--- src/rtl/frame_fetch_engine_pkg.sv ---
// Shared definitions for the frame fetch engine.
//   - DDR command encodings used on the address FIFO
//   - Frame-buffer address field widths and the frame_sel position in the base
//   - Burst length in 128-bit beats
//   - FSM state encoding
//   - fb_addr(): packs {pad, frame_sel, y, xb, pad} into a 31-bit DDR address
package frame_fetch_engine_pkg;

  localparam logic [2:0] CMD_WRITE = 3'b000;
  localparam logic [2:0] CMD_READ  = 3'b001;

  localparam int ADDR_W        = 31;
  localparam int DATA_W        = 128;
  localparam int TOP_PAD_W     = 6;
  localparam int FRAME_SEL_W   = 6;
  localparam int Y_W           = 10;
  localparam int XB_W          = 7;
  localparam int LOW_PAD_W     = 2;
  // frame_sel is taken from FE_frame_base[27:22]
  localparam int FRAME_SEL_LSB = 22;

  localparam int BEATS_PER_BURST = 2;

  typedef enum logic [1:0] {
    ST_IDLE  = 2'd0,
    ST_FETCH = 2'd1,
    ST_DRAIN = 2'd2
  } fe_state_t;

  function automatic logic [ADDR_W-1:0] fb_addr(
    input logic [FRAME_SEL_W-1:0] frame_sel,
    input logic [Y_W-1:0]         y,
    input logic [XB_W-1:0]        xb
  );
    return {{TOP_PAD_W{1'b0}}, frame_sel, y, xb, {LOW_PAD_W{1'b0}}};
  endfunction

endpackage

--- src/rtl/frame_fetch_engine_if.sv ---
// Bus bundle for the frame fetch engine.
//   FE_*   : control (start pulse, frame base, ready, done pulse)
//   af_*   : DDR address/command FIFO write side
//   rdf_*  : DDR read-data FIFO read side (show-ahead head word)
//   pix_*  : downstream pixel FIFO write side
// master = the engine, slave = the surrounding system / memory controller.
interface frame_fetch_engine_if;
  import frame_fetch_engine_pkg::*;

  logic                FE_start;
  logic [31:0]         FE_frame_base;
  logic                FE_ready;
  logic                FE_done;

  logic                af_full;
  logic [ADDR_W-1:0]   af_addr_din;
  logic [2:0]          af_cmd_din;
  logic                af_wr_en;

  logic                rdf_valid;
  logic [DATA_W-1:0]   rdf_dout;
  logic                rdf_rd_en;

  logic                pix_full;
  logic [DATA_W-1:0]   pix_dout;
  logic                pix_wr_en;

  modport master (
    input  FE_start, FE_frame_base, af_full, rdf_valid, rdf_dout, pix_full,
    output FE_ready, FE_done, af_addr_din, af_cmd_din, af_wr_en,
           rdf_rd_en, pix_dout, pix_wr_en
  );

  modport slave (
    output FE_start, FE_frame_base, af_full, rdf_valid, rdf_dout, pix_full,
    input  FE_ready, FE_done, af_addr_din, af_cmd_din, af_wr_en,
           rdf_rd_en, pix_dout, pix_wr_en
  );

endinterface

--- src/rtl/frame_fetch_engine_fetch_credit_counter.sv ---
// fetch_credit_counter: tracks read bursts issued but not fully returned.
//   clk, rst  : clock, synchronous active-high reset
//   clear     : restart tracking at the start of a frame
//   issue     : a read command was accepted this cycle
//   pop       : a read-data beat was consumed this cycle
//   credit_ok : another command may be issued (outstanding < MAX_OUTSTANDING)
// Credit is purely registered: a burst that completes this cycle frees its
// slot only from the next cycle on.
module fetch_credit_counter
  import frame_fetch_engine_pkg::*;
#(
  parameter int MAX_OUTSTANDING = 4
) (
  input  logic clk,
  input  logic rst,
  input  logic clear,
  input  logic issue,
  input  logic pop,
  output logic credit_ok
);

  logic [3:0] outstanding_reg;
  logic       beat_reg;
  logic       burst_done;

  // The last beat of a burst retires one outstanding command
  assign burst_done = pop && (beat_reg == 1'(BEATS_PER_BURST - 1));
  assign credit_ok  = (outstanding_reg < 4'(MAX_OUTSTANDING));

  always_ff @(posedge clk) begin
    if (rst || clear) begin
      outstanding_reg <= '0;
      beat_reg        <= 1'b0;
    end else begin
      beat_reg <= beat_reg ^ pop;
      case ({issue, burst_done})
        2'b10:   outstanding_reg <= outstanding_reg + 4'd1;
        2'b01:   outstanding_reg <= outstanding_reg - 4'd1;
        default: outstanding_reg <= outstanding_reg;
      endcase
    end
  end

endmodule

--- src/rtl/frame_fetch_engine.sv ---
// frame_fetch_engine: walks one frame buffer in raster order, issuing DDR
// read commands (one per 8 pixels, 2 beats each), and forwards the returned
// 128-bit words unchanged to the pixel FIFO.
//   clk, rst : clock, synchronous active-high reset
//   bus      : frame_fetch_engine_if.master (FE_*, af_*, rdf_*, pix_*)
// Parameters: H_PIXELS (multiple of 8), V_LINES (<= 1024),
//             MAX_OUTSTANDING (1..15) bursts in flight.
// Build option FE_CONTINUOUS_EN: after each frame the engine re-latches
// FE_frame_base and immediately fetches the next frame; only rst stops it.
module frame_fetch_engine
  import frame_fetch_engine_pkg::*;
#(
  parameter int H_PIXELS        = 800,
  parameter int V_LINES         = 600,
  parameter int MAX_OUTSTANDING = 4
) (
  input logic                  clk,
  input logic                  rst,
  frame_fetch_engine_if.master bus
);

  localparam int WORDS  = V_LINES * H_PIXELS / 4;
  localparam int WCNT_W = (WORDS > 1) ? $clog2(WORDS) : 1;
  localparam logic [XB_W-1:0]   XB_LAST   = XB_W'(H_PIXELS / 8 - 1);
  localparam logic [Y_W-1:0]    Y_LAST    = Y_W'(V_LINES - 1);
  localparam logic [WCNT_W-1:0] WORD_LAST = WCNT_W'(WORDS - 1);

  fe_state_t               state_reg;
  logic [FRAME_SEL_W-1:0]  frame_sel_reg;
  logic [Y_W-1:0]          y_reg;
  logic [XB_W-1:0]         xb_reg;
  logic [WCNT_W-1:0]       word_cnt_reg;
  logic                    ready_reg;

  logic start_acc;
  logic relaunch;
  logic credit_ok;
  logic issue;
  logic pop;
  logic last_pop;

  assign start_acc = (state_reg == ST_IDLE) && bus.FE_start;
  assign issue     = (state_reg == ST_FETCH) && !bus.af_full && credit_ok;
  assign pop       = bus.rdf_valid && !bus.pix_full && (state_reg != ST_IDLE);
  // Every command precedes its data, so the final word can only arrive in DRAIN
  assign last_pop  = pop && (state_reg == ST_DRAIN) && (word_cnt_reg == WORD_LAST);

`ifdef FE_CONTINUOUS_EN
  assign relaunch = last_pop;
`else
  assign relaunch = 1'b0;
`endif

  fetch_credit_counter #(
    .MAX_OUTSTANDING(MAX_OUTSTANDING)
  ) u_credit (
    .clk      (clk),
    .rst      (rst),
    .clear    (start_acc || relaunch),
    .issue    (issue),
    .pop      (pop),
    .credit_ok(credit_ok)
  );

  assign bus.af_addr_din = fb_addr(frame_sel_reg, y_reg, xb_reg);
  assign bus.af_cmd_din  = CMD_READ;
  assign bus.af_wr_en    = issue;
  assign bus.rdf_rd_en   = pop;
  assign bus.pix_wr_en   = pop;
  assign bus.pix_dout    = bus.rdf_dout;
  assign bus.FE_ready    = ready_reg;
  assign bus.FE_done     = last_pop;

  always_ff @(posedge clk) begin
    if (rst) begin
      state_reg     <= ST_IDLE;
      frame_sel_reg <= '0;
      y_reg         <= '0;
      xb_reg        <= '0;
      word_cnt_reg  <= '0;
      ready_reg     <= 1'b1;
    end else begin
      // Returned words are counted in any active state
      if (pop) begin
        word_cnt_reg <= last_pop ? '0 : word_cnt_reg + 1'b1;
      end

      case (state_reg)
        ST_IDLE: begin
          if (bus.FE_start) begin
            state_reg     <= ST_FETCH;
            frame_sel_reg <= bus.FE_frame_base[FRAME_SEL_LSB +: FRAME_SEL_W];
            y_reg         <= '0;
            xb_reg        <= '0;
            word_cnt_reg  <= '0;
            ready_reg     <= 1'b0;
          end
        end

        ST_FETCH: begin
          if (issue) begin
            if (xb_reg == XB_LAST) begin
              xb_reg <= '0;
              if (y_reg == Y_LAST) begin
                // Position wraps to the frame origin for any later restart
                y_reg     <= '0;
                state_reg <= ST_DRAIN;
              end else begin
                y_reg <= y_reg + 1'b1;
              end
            end else begin
              xb_reg <= xb_reg + 1'b1;
            end
          end
        end

        ST_DRAIN: begin
          if (last_pop) begin
`ifdef FE_CONTINUOUS_EN
            // Next frame starts now; a new base takes effect at this boundary
            state_reg     <= ST_FETCH;
            frame_sel_reg <= bus.FE_frame_base[FRAME_SEL_LSB +: FRAME_SEL_W];
            ready_reg     <= 1'b0;
`else
            state_reg <= ST_IDLE;
            ready_reg <= 1'b1;
`endif
          end
        end

        default: begin
          state_reg <= ST_IDLE;
          ready_reg <= 1'b1;
        end
      endcase
    end
  end

endmodule
--- src/flat_wrapper.sv ---
// flat-port wrapper written by rule: the top's interface ports become plain ports
module frame_fetch_engine_flat import frame_fetch_engine_pkg::*;
#(
  parameter int H_PIXELS        = 800,
  parameter int V_LINES         = 600,
  parameter int MAX_OUTSTANDING = 4
)
  (clk, rst, bus_FE_start, bus_FE_frame_base, bus_af_full, bus_rdf_valid, bus_rdf_dout, bus_pix_full, bus_FE_ready, bus_FE_done, bus_af_addr_din, bus_af_cmd_din, bus_af_wr_en, bus_rdf_rd_en, bus_pix_dout, bus_pix_wr_en);
  frame_fetch_engine_if bus_i ();
  input logic clk;
  input logic rst;
  input wire logic [$bits(bus_i.FE_start)-1:0] bus_FE_start;
  input wire logic [$bits(bus_i.FE_frame_base)-1:0] bus_FE_frame_base;
  input wire logic [$bits(bus_i.af_full)-1:0] bus_af_full;
  input wire logic [$bits(bus_i.rdf_valid)-1:0] bus_rdf_valid;
  input wire logic [$bits(bus_i.rdf_dout)-1:0] bus_rdf_dout;
  input wire logic [$bits(bus_i.pix_full)-1:0] bus_pix_full;
  output wire logic [$bits(bus_i.FE_ready)-1:0] bus_FE_ready;
  output wire logic [$bits(bus_i.FE_done)-1:0] bus_FE_done;
  output wire logic [$bits(bus_i.af_addr_din)-1:0] bus_af_addr_din;
  output wire logic [$bits(bus_i.af_cmd_din)-1:0] bus_af_cmd_din;
  output wire logic [$bits(bus_i.af_wr_en)-1:0] bus_af_wr_en;
  output wire logic [$bits(bus_i.rdf_rd_en)-1:0] bus_rdf_rd_en;
  output wire logic [$bits(bus_i.pix_dout)-1:0] bus_pix_dout;
  output wire logic [$bits(bus_i.pix_wr_en)-1:0] bus_pix_wr_en;
  assign bus_i.FE_start = bus_FE_start;
  assign bus_i.FE_frame_base = bus_FE_frame_base;
  assign bus_i.af_full = bus_af_full;
  assign bus_i.rdf_valid = bus_rdf_valid;
  assign bus_i.rdf_dout = bus_rdf_dout;
  assign bus_i.pix_full = bus_pix_full;
  assign bus_FE_ready = bus_i.FE_ready;
  assign bus_FE_done = bus_i.FE_done;
  assign bus_af_addr_din = bus_i.af_addr_din;
  assign bus_af_cmd_din = bus_i.af_cmd_din;
  assign bus_af_wr_en = bus_i.af_wr_en;
  assign bus_rdf_rd_en = bus_i.rdf_rd_en;
  assign bus_pix_dout = bus_i.pix_dout;
  assign bus_pix_wr_en = bus_i.pix_wr_en;
  frame_fetch_engine #(.H_PIXELS(H_PIXELS), .V_LINES(V_LINES), .MAX_OUTSTANDING(MAX_OUTSTANDING)) u_core (.clk(clk), .rst(rst), .bus(bus_i));
endmodule
--- config.mk ---
export PLATFORM = sky130hd
export DESIGN_NAME = frame_fetch_engine_flat
export DESIGN_NICKNAME = d
export VERILOG_FILES = /design/src/rtl/frame_fetch_engine_pkg.sv /design/src/rtl/frame_fetch_engine_if.sv /design/src/rtl/frame_fetch_engine_fetch_credit_counter.sv /design/src/rtl/frame_fetch_engine.sv /design/src/flat_wrapper.sv
export SDC_FILE = /design/constraint.sdc
export NUM_CORES = 1
export LEC_CHECK = 0
export ABC_CLOCK_PERIOD_IN_PS = 2900
export CORE_AREA = 5 5 125 127
export CTS_CLUSTER_DIAMETER = 100
export DETAILED_ROUTE_END_ITERATION = 10
export DIE_AREA = 0 0 130 132
export PLACE_DENSITY_LB_ADDON = 0.25
export SKIP_LAST_GASP = 1
export SYNTH_ARGS = -nofsm -noshare
export SYNTH_HDL_FRONTEND = slang
export SYNTH_SLANG_ARGS = --single-unit
--- constraint.sdc ---
create_clock -name clk -period 2.9 [get_ports clk]
set_input_delay 0.29 -clock clk [delete_from_list [all_inputs] [get_ports clk]]
set_output_delay 0.29 -clock clk [all_outputs]
set_load 0.03 [all_outputs]
==> results_dict.tcl, run 1 <==
set metrics [dict create \
    drv_cap 0 \
    grt-ovfl-total 0 \
    final_common_cell "dfxtp_1" \
    p_comb_frac 0.120 \
    drt-initial-drc-count 70 \
    syn_inst 407 \
    clock_path_buffers 2 \
    cts_made_buffers 5 \
    vias_per_cell 4.20 \
    status "complete, no violations" \
    grt_pass1_wl_um 11600 \
    switching_power_uw 358 \
    dieArea_um2 17200 \
    finalInstanceArea_um2 3090 \
    cp-end-kind "output pin" \
    worstReg2RegEnd "u_core.u_credit.outstanding_reg[2]$_SDFFE_PP0P_" \
    hold_viol_final 0 \
    drt_wl_total_um 7450 \
    rrSetupSlack_ns 0.57 \
    setup_viol 0 \
    netlist_area_um2 3330 \
    finalPower_uw 1410 \
    htree_levels 2 \
    syn_avg_cell_area_um2 8.18 \
    wl_per_cell_um 14.7 \
    via_count 2123 \
    grt_setup_unrepaired "no" \
    grt_max_degree 15 \
    period_needed_ns 2.48 \
    peakVddDrop_mv 0.270 \
    met2_length_um 3480 \
    place_congestion 0.707 \
    fp.coreArea_um2 14300 \
    port_buffers 39 \
    final_layout_size_suffix_gt1_frac 0.0497 \
    final_util 0.216 \
    intPower_uw 1050 \
    clock_sinks 48 \
    ys_async_sr_fraction 0 \
    top_layer "met4" \
    fin_tns_setup_ns 0 \
    synth-main-ff-cell "dfxtp_1" \
    worstMarginPinSlew_ns 0.585 \
    max_freq_mhz 403 \
    swShare 0.255 \
    crit_path_start_kind "register" \
    hold_class "reg2reg" \
    antenna_found_initial 0 \
    place_area_um2 2950 \
    leakagePower_uw 0.00108 \
    clockRootBuffer "clkbuf_16" \
    start_util 0.233 \
    path_class "reg2out" \
    syn_to_final_growth_pct -7.33 \
    min_to "u_core.frame_sel_reg[0]$_SDFFE_PP0P_" \
    clkPwrFrac 0.393 \
    slew_headroom 0.608 \
    ys_warn_count 0 \
    drv_slew 0 \
    ys_seq_elements 48 \
    crit_fanout 7 \
    ant_nets 0 \
    fin_nets 495 \
    n_fill_cell 1598 \
    dp_hpwl_um 5860 \
    powerDensity_nw_per_um2 455 \
    rows 44 \
    multi_input_area_um2 1320 \
    min_from "u_core.frame_sel_reg[0]$_SDFFE_PP0P_" \
    die-height_um 132 \
    clkLatencyLatePin_ns 0.28 \
    wl_met3_um 828 \
    final-seq-area_um2 961 \
    post-route-period-util 0.856 \
    rr_worst_depth 9 \
    postCtsResizedCells 0 \
    fp.dieW_um 130 \
    wl_met1_um 2900 \
    io_pins 333 \
    largest_reg_flops 17 \
    skew_ns 0.00578 \
    cts_tree "done" \
    yosysUniqueCellTypes 39 \
    worstPathArrival_ns 2.19 \
    clkSlewWorstSetupHoldPaths_ns 0.07 \
    track_usage 0.0833 \
    cp.required_ns 2.61 \
    synth_edf_count 0 \
    drcViolationCount 0 \
    power_frac_seq 0.487 \
    first_global_vias 2102 \
    r2r-start "u_core.state_reg[0]$_SDFFE_PP0P_" \
    min_delay_path_depth 2 \
    post_cts_buffers 0 \
    antenna_cells 0 \
    synth-seq-area-share 0.289 \
    layout_common_cells "48 x dfxtp_1, 41 x nor2_1, 39 x clkdlybuf4s50_1" \
    drt-pass1-iter-count 4 \
    ctsHoldBuffers 0 \
]
## power by group through the flow
stage / Combinational (uW) / Sequential (uW) / Clock, uW
2_1_floorplan: 430 / 717 / 0
3_3_place_gp: 170 / 700 / 0
3_5_place_dp: 171 / 700 / 0
4_1_cts: 172 / 685 / 567
5_1_grt: 184 / 687 / 600
6_report: 168 / 685 / 552
## cell type report
type                            instances  area share
Sequential cell                        48       0.311
Timing Repair Buffer                   45       0.141
Clock inverter                          1     0.00162
Inverter                                2     0.00243
Clock buffer                            6      0.0418
Multi-Input combinational cell        220       0.427
Tap cell                              184      0.0746
## Yosys cell counts, types with 2 or more instances
cell,instances,area (um2)
a21oi_1,17,85.1
and2_1,3,18.8
and3_1,6,37.5
and4_1,4,35.0
buf_2,3,15.0
buf_4,140,1050
clkbuf_1,3,11.3
conb_1,2,7.51
dfxtp_1,48,961
ha_1,7,87.6
inv_1,2,7.51
nand2_1,30,113
nand2b_1,10,62.6
nand3_1,13,65.1
nand3b_1,4,30.0
nand4_1,9,56.3
nand4b_1,2,17.5
nor2_1,41,154
nor3_1,3,15.0
nor4_1,2,12.5
o21ai_0,6,30.0
o21ai_1,2,10.0
or3_1,3,18.8
or4b_1,2,20.0
xnor2_1,9,78.8
xor2_1,23,201
## cell families after synthesis
logic type,Yosys count,share of synthesized area
buf+inv,148,0.326
other cells,2,0.00225
fa+ha+maj,7,0.0263
mux,1,0.00301
compound gates,29,0.0500
simple gates,140,0.220
xor+xnor,32,0.0841
flops,48,0.289
## through the flow
step	hold slack, ns	instances	worst slack, ns
6_report	0.454	506	0.418
2_1_floorplan	0.426	416	0.174
4_1_cts	0.456	506	0.386
5_1_grt	0.475	506	0.278
3_3_place_gp	0.443	499	0.414
3_5_place_dp	0.447	499	0.391
## critical path, cell delays in order (launching register included)
cell             delay [ns]
dfxtp_1                0.50
nand4b_1               0.16
nor4b_1                0.31
nand4_1                0.18
inv_1                  0.09
clkdlybuf4s50_1        0.67
## routing by layer
layer | vias up | GRT usage
met2 | 112 | 0.134
met5 | - | 0
met3 | 34 | 0.0397
li1 | 1011 | -
met1 | 966 | 0.0954
met4 | 0 | 0.0306
## worst max path at each step
stage	from	to	cells past startpoint
after detailed placement	bus_pix_full	u_core.u_credit.outstanding_reg[2]$_SDFFE_PP0P_	11
after global placement	bus_pix_full	u_core.u_credit.outstanding_reg[2]$_SDFFE_PP0P_	11
after CTS	u_core.state_reg[1]$_SDFFE_PP0P_	bus_FE_done	5
after global routing	u_core.state_reg[0]$_SDFFE_PP0P_	bus_FE_done	6
final	u_core.state_reg[1]$_SDFFE_PP0P_	bus_FE_done	5
after floorplan	u_core.state_reg[1]$_SDFFE_PP0P_	u_core.u_credit.outstanding_reg[2]$_SDFFE_PP0P_	10
No activity file was read; power rests on OpenSTA's default activity.
==> run 2: changes to the inputs <==
ABC_CLOCK_PERIOD_IN_PS = 2940   (was 2900)
CORE_AREA = 5 5 126 128   (was 5 5 125 127)
DIE_AREA = 0 0 131 133   (was 0 0 130 132)
DONT_BUFFER_PORTS = 1   (was not set)
clock period = 2.94 ns   (was 2.9 ns; I/O delays follow)
==> results_dict.tcl, run 2 (synthesis gave the netlist of run 1 again) <==
set metrics [dict create \
    grt_pass1_wl_um 9840 \
    hold_viol_final 0 \
    worstMarginPinSlew_ns 0.539 \
    largest_reg_flops 17 \
    rr_worst_depth 9 \
    final_util 0.185 \
    path_class "reg2reg" \
    r2r-start "u_core.state_reg[0]$_SDFFE_PP0P_" \
    cp-end-kind "register" \
    ant_nets 0 \
    post-route-period-util 0.790 \
    antenna_found_initial 0 \
    start_util 0.226 \
    grt_setup_unrepaired "no" \
    crit_fanout 9 \
    intPower_uw 1030 \
    worstReg2RegEnd "u_core.u_credit.outstanding_reg[2]$_SDFFE_PP0P_" \
    crit_path_start_kind "register" \
    power_frac_seq 0.497 \
    clkLatencyLatePin_ns 0.29 \
    peakVddDrop_mv 0.207 \
    min_delay_path_depth 1 \
    status "complete, no violations" \
    place_congestion 0.721 \
    cts_tree "done" \
    clockRootBuffer "clkbuf_16" \
    drcViolationCount 0 \
    leakagePower_uw 0.000959 \
    syn_to_final_growth_pct -18.0 \
    antenna_cells 0 \
    swShare 0.260 \
    p_comb_frac 0.080 \
    final_common_cell "dfxtp_1" \
    rrSetupSlack_ns 0.62 \
    cp.required_ns 3.16 \
    fin_tns_setup_ns 0 \
    switching_power_uw 361 \
    drv_slew 0 \
    fp.dieW_um 131 \
    min_from "rst" \
    ctsHoldBuffers 0 \
    postCtsResizedCells 0 \
    setup_viol 0 \
    max_freq_mhz 430 \
    slew_headroom 0.640 \
    vias_per_cell 4.15 \
    grt-ovfl-total 0 \
    clkPwrFrac 0.423 \
    layout_common_cells "48 x dfxtp_1, 41 x nor2_1, 30 x nand2_1" \
    n_fill_cell 1645 \
    via_count 1957 \
    clkSlewWorstSetupHoldPaths_ns 0.07 \
    min_to "u_core.frame_sel_reg[1]$_SDFFE_PP0P_" \
    fin_nets 457 \
    final_layout_size_suffix_gt1_frac 0.0634 \
    drv_cap 0 \
    cts_made_buffers 5 \
    drt-pass1-iter-count 4 \
    track_usage 0.0709 \
    port_buffers 0 \
    htree_levels 2 \
    dieArea_um2 17400 \
    fp.coreArea_um2 14800 \
    die-height_um 133 \
    clock_path_buffers 2 \
    post_cts_buffers 0 \
    skew_ns 0.00929 \
    worstPathArrival_ns 2.55 \
    drt-initial-drc-count 68 \
    drt_wl_total_um 6440 \
    period_needed_ns 2.32 \
    io_pins 333 \
    first_global_vias 1820 \
    rows 45 \
    wl_per_cell_um 13.6 \
    powerDensity_nw_per_um2 509 \
    clock_sinks 48 \
    grt_max_degree 18 \
    dp_hpwl_um 4900 \
    hold_class "in2reg" \
]
==> run 2: cell count changes in the layout (fill, tap and decap cells not counted), sizes merged <==
cell           delta
clkdlybuf4s50    -39
buf               +1
==> run 2: layer usage <==
| metal | up-vias | global-route usage | routed length, um |
|---|---|---|---|
| li1 | 941 | - | - |
| met1 | 896 | 0.0840 | 2570 |
| met2 | 75 | 0.0968 | 2670 |
| met3 | 45 | 0.0460 | 914 |
| met4 | 0 | 0.0366 | 287 |
| met5 | - | 0 | 0 |
==> run 2: metrics by stage <==
step	cells	power, uW	hold WS, ns	worst slack (ns)	instance area [um2]
detailed placement	465	820	0.370	0.625	2580
finish	472	1390	0.0651	0.616	2730
floorplan	416	1130	0.430	0.214	3360
global route	472	1450	0.0524	0.435	2730
CTS	472	1420	0.0555	0.595	2730
global placement	465	820	0.368	0.626	2580
==> run 2: worst max path at each step <==
stage	startpoint	endpoint	slack, ns	cells after the start
after floorplan	u_core.state_reg[1]$_SDFFE_PP0P_	u_core.u_credit.outstanding_reg[2]$_SDFFE_PP0P_	0.21	10
after CTS	u_core.state_reg[0]$_SDFFE_PP0P_	u_core.u_credit.outstanding_reg[2]$_SDFFE_PP0P_	0.60	9
after detailed placement	u_core.state_reg[0]$_SDFFE_PP0P_	u_core.u_credit.outstanding_reg[2]$_SDFFE_PP0P_	0.62	9
after global routing	u_core.state_reg[0]$_SDFFE_PP0P_	u_core.u_credit.outstanding_reg[2]$_SDFFE_PP0P_	0.44	9
after global placement	u_core.state_reg[0]$_SDFFE_PP0P_	u_core.u_credit.outstanding_reg[2]$_SDFFE_PP0P_	0.63	9
final	u_core.state_reg[0]$_SDFFE_PP0P_	u_core.u_credit.outstanding_reg[2]$_SDFFE_PP0P_	0.62	9
==> run 2: worst max-delay path, stage by stage (launching register included) <==
cell	delay, ns
dfxtp_1	0.48
nor2b_1	0.32
nand2_1	0.15
ha_1	0.28
xor2_1	0.16
ha_1	0.19
a21oi_1	0.15
xor2_1	0.09
or3_1	0.30
a21oi_1	0.13
==> run 2: layout make-up <==
type | count | area, um2 | area share
Multi-Input combinational cell | 220 | 1320 | 0.483
Sequential cell | 48 | 961 | 0.352
Tap cell | 188 | 235 | 0.0862
Clock buffer | 6 | 139 | 0.0509
Timing Repair Buffer | 7 | 60.1 | 0.0220
Clock inverter | 1 | 8.76 | 0.00321
Inverter | 2 | 7.51 | 0.00275
==> run 2: power groups by stage <==
stage          clock [uW]  sequential [uW]  combinational (uW)
6_report              588              692                 111
5_1_grt               633              694                 124
4_1_cts               611              692                 113
3_5_place_dp            0              707                 113
3_3_place_gp            0              707                 113
2_1_floorplan           0              707                 424
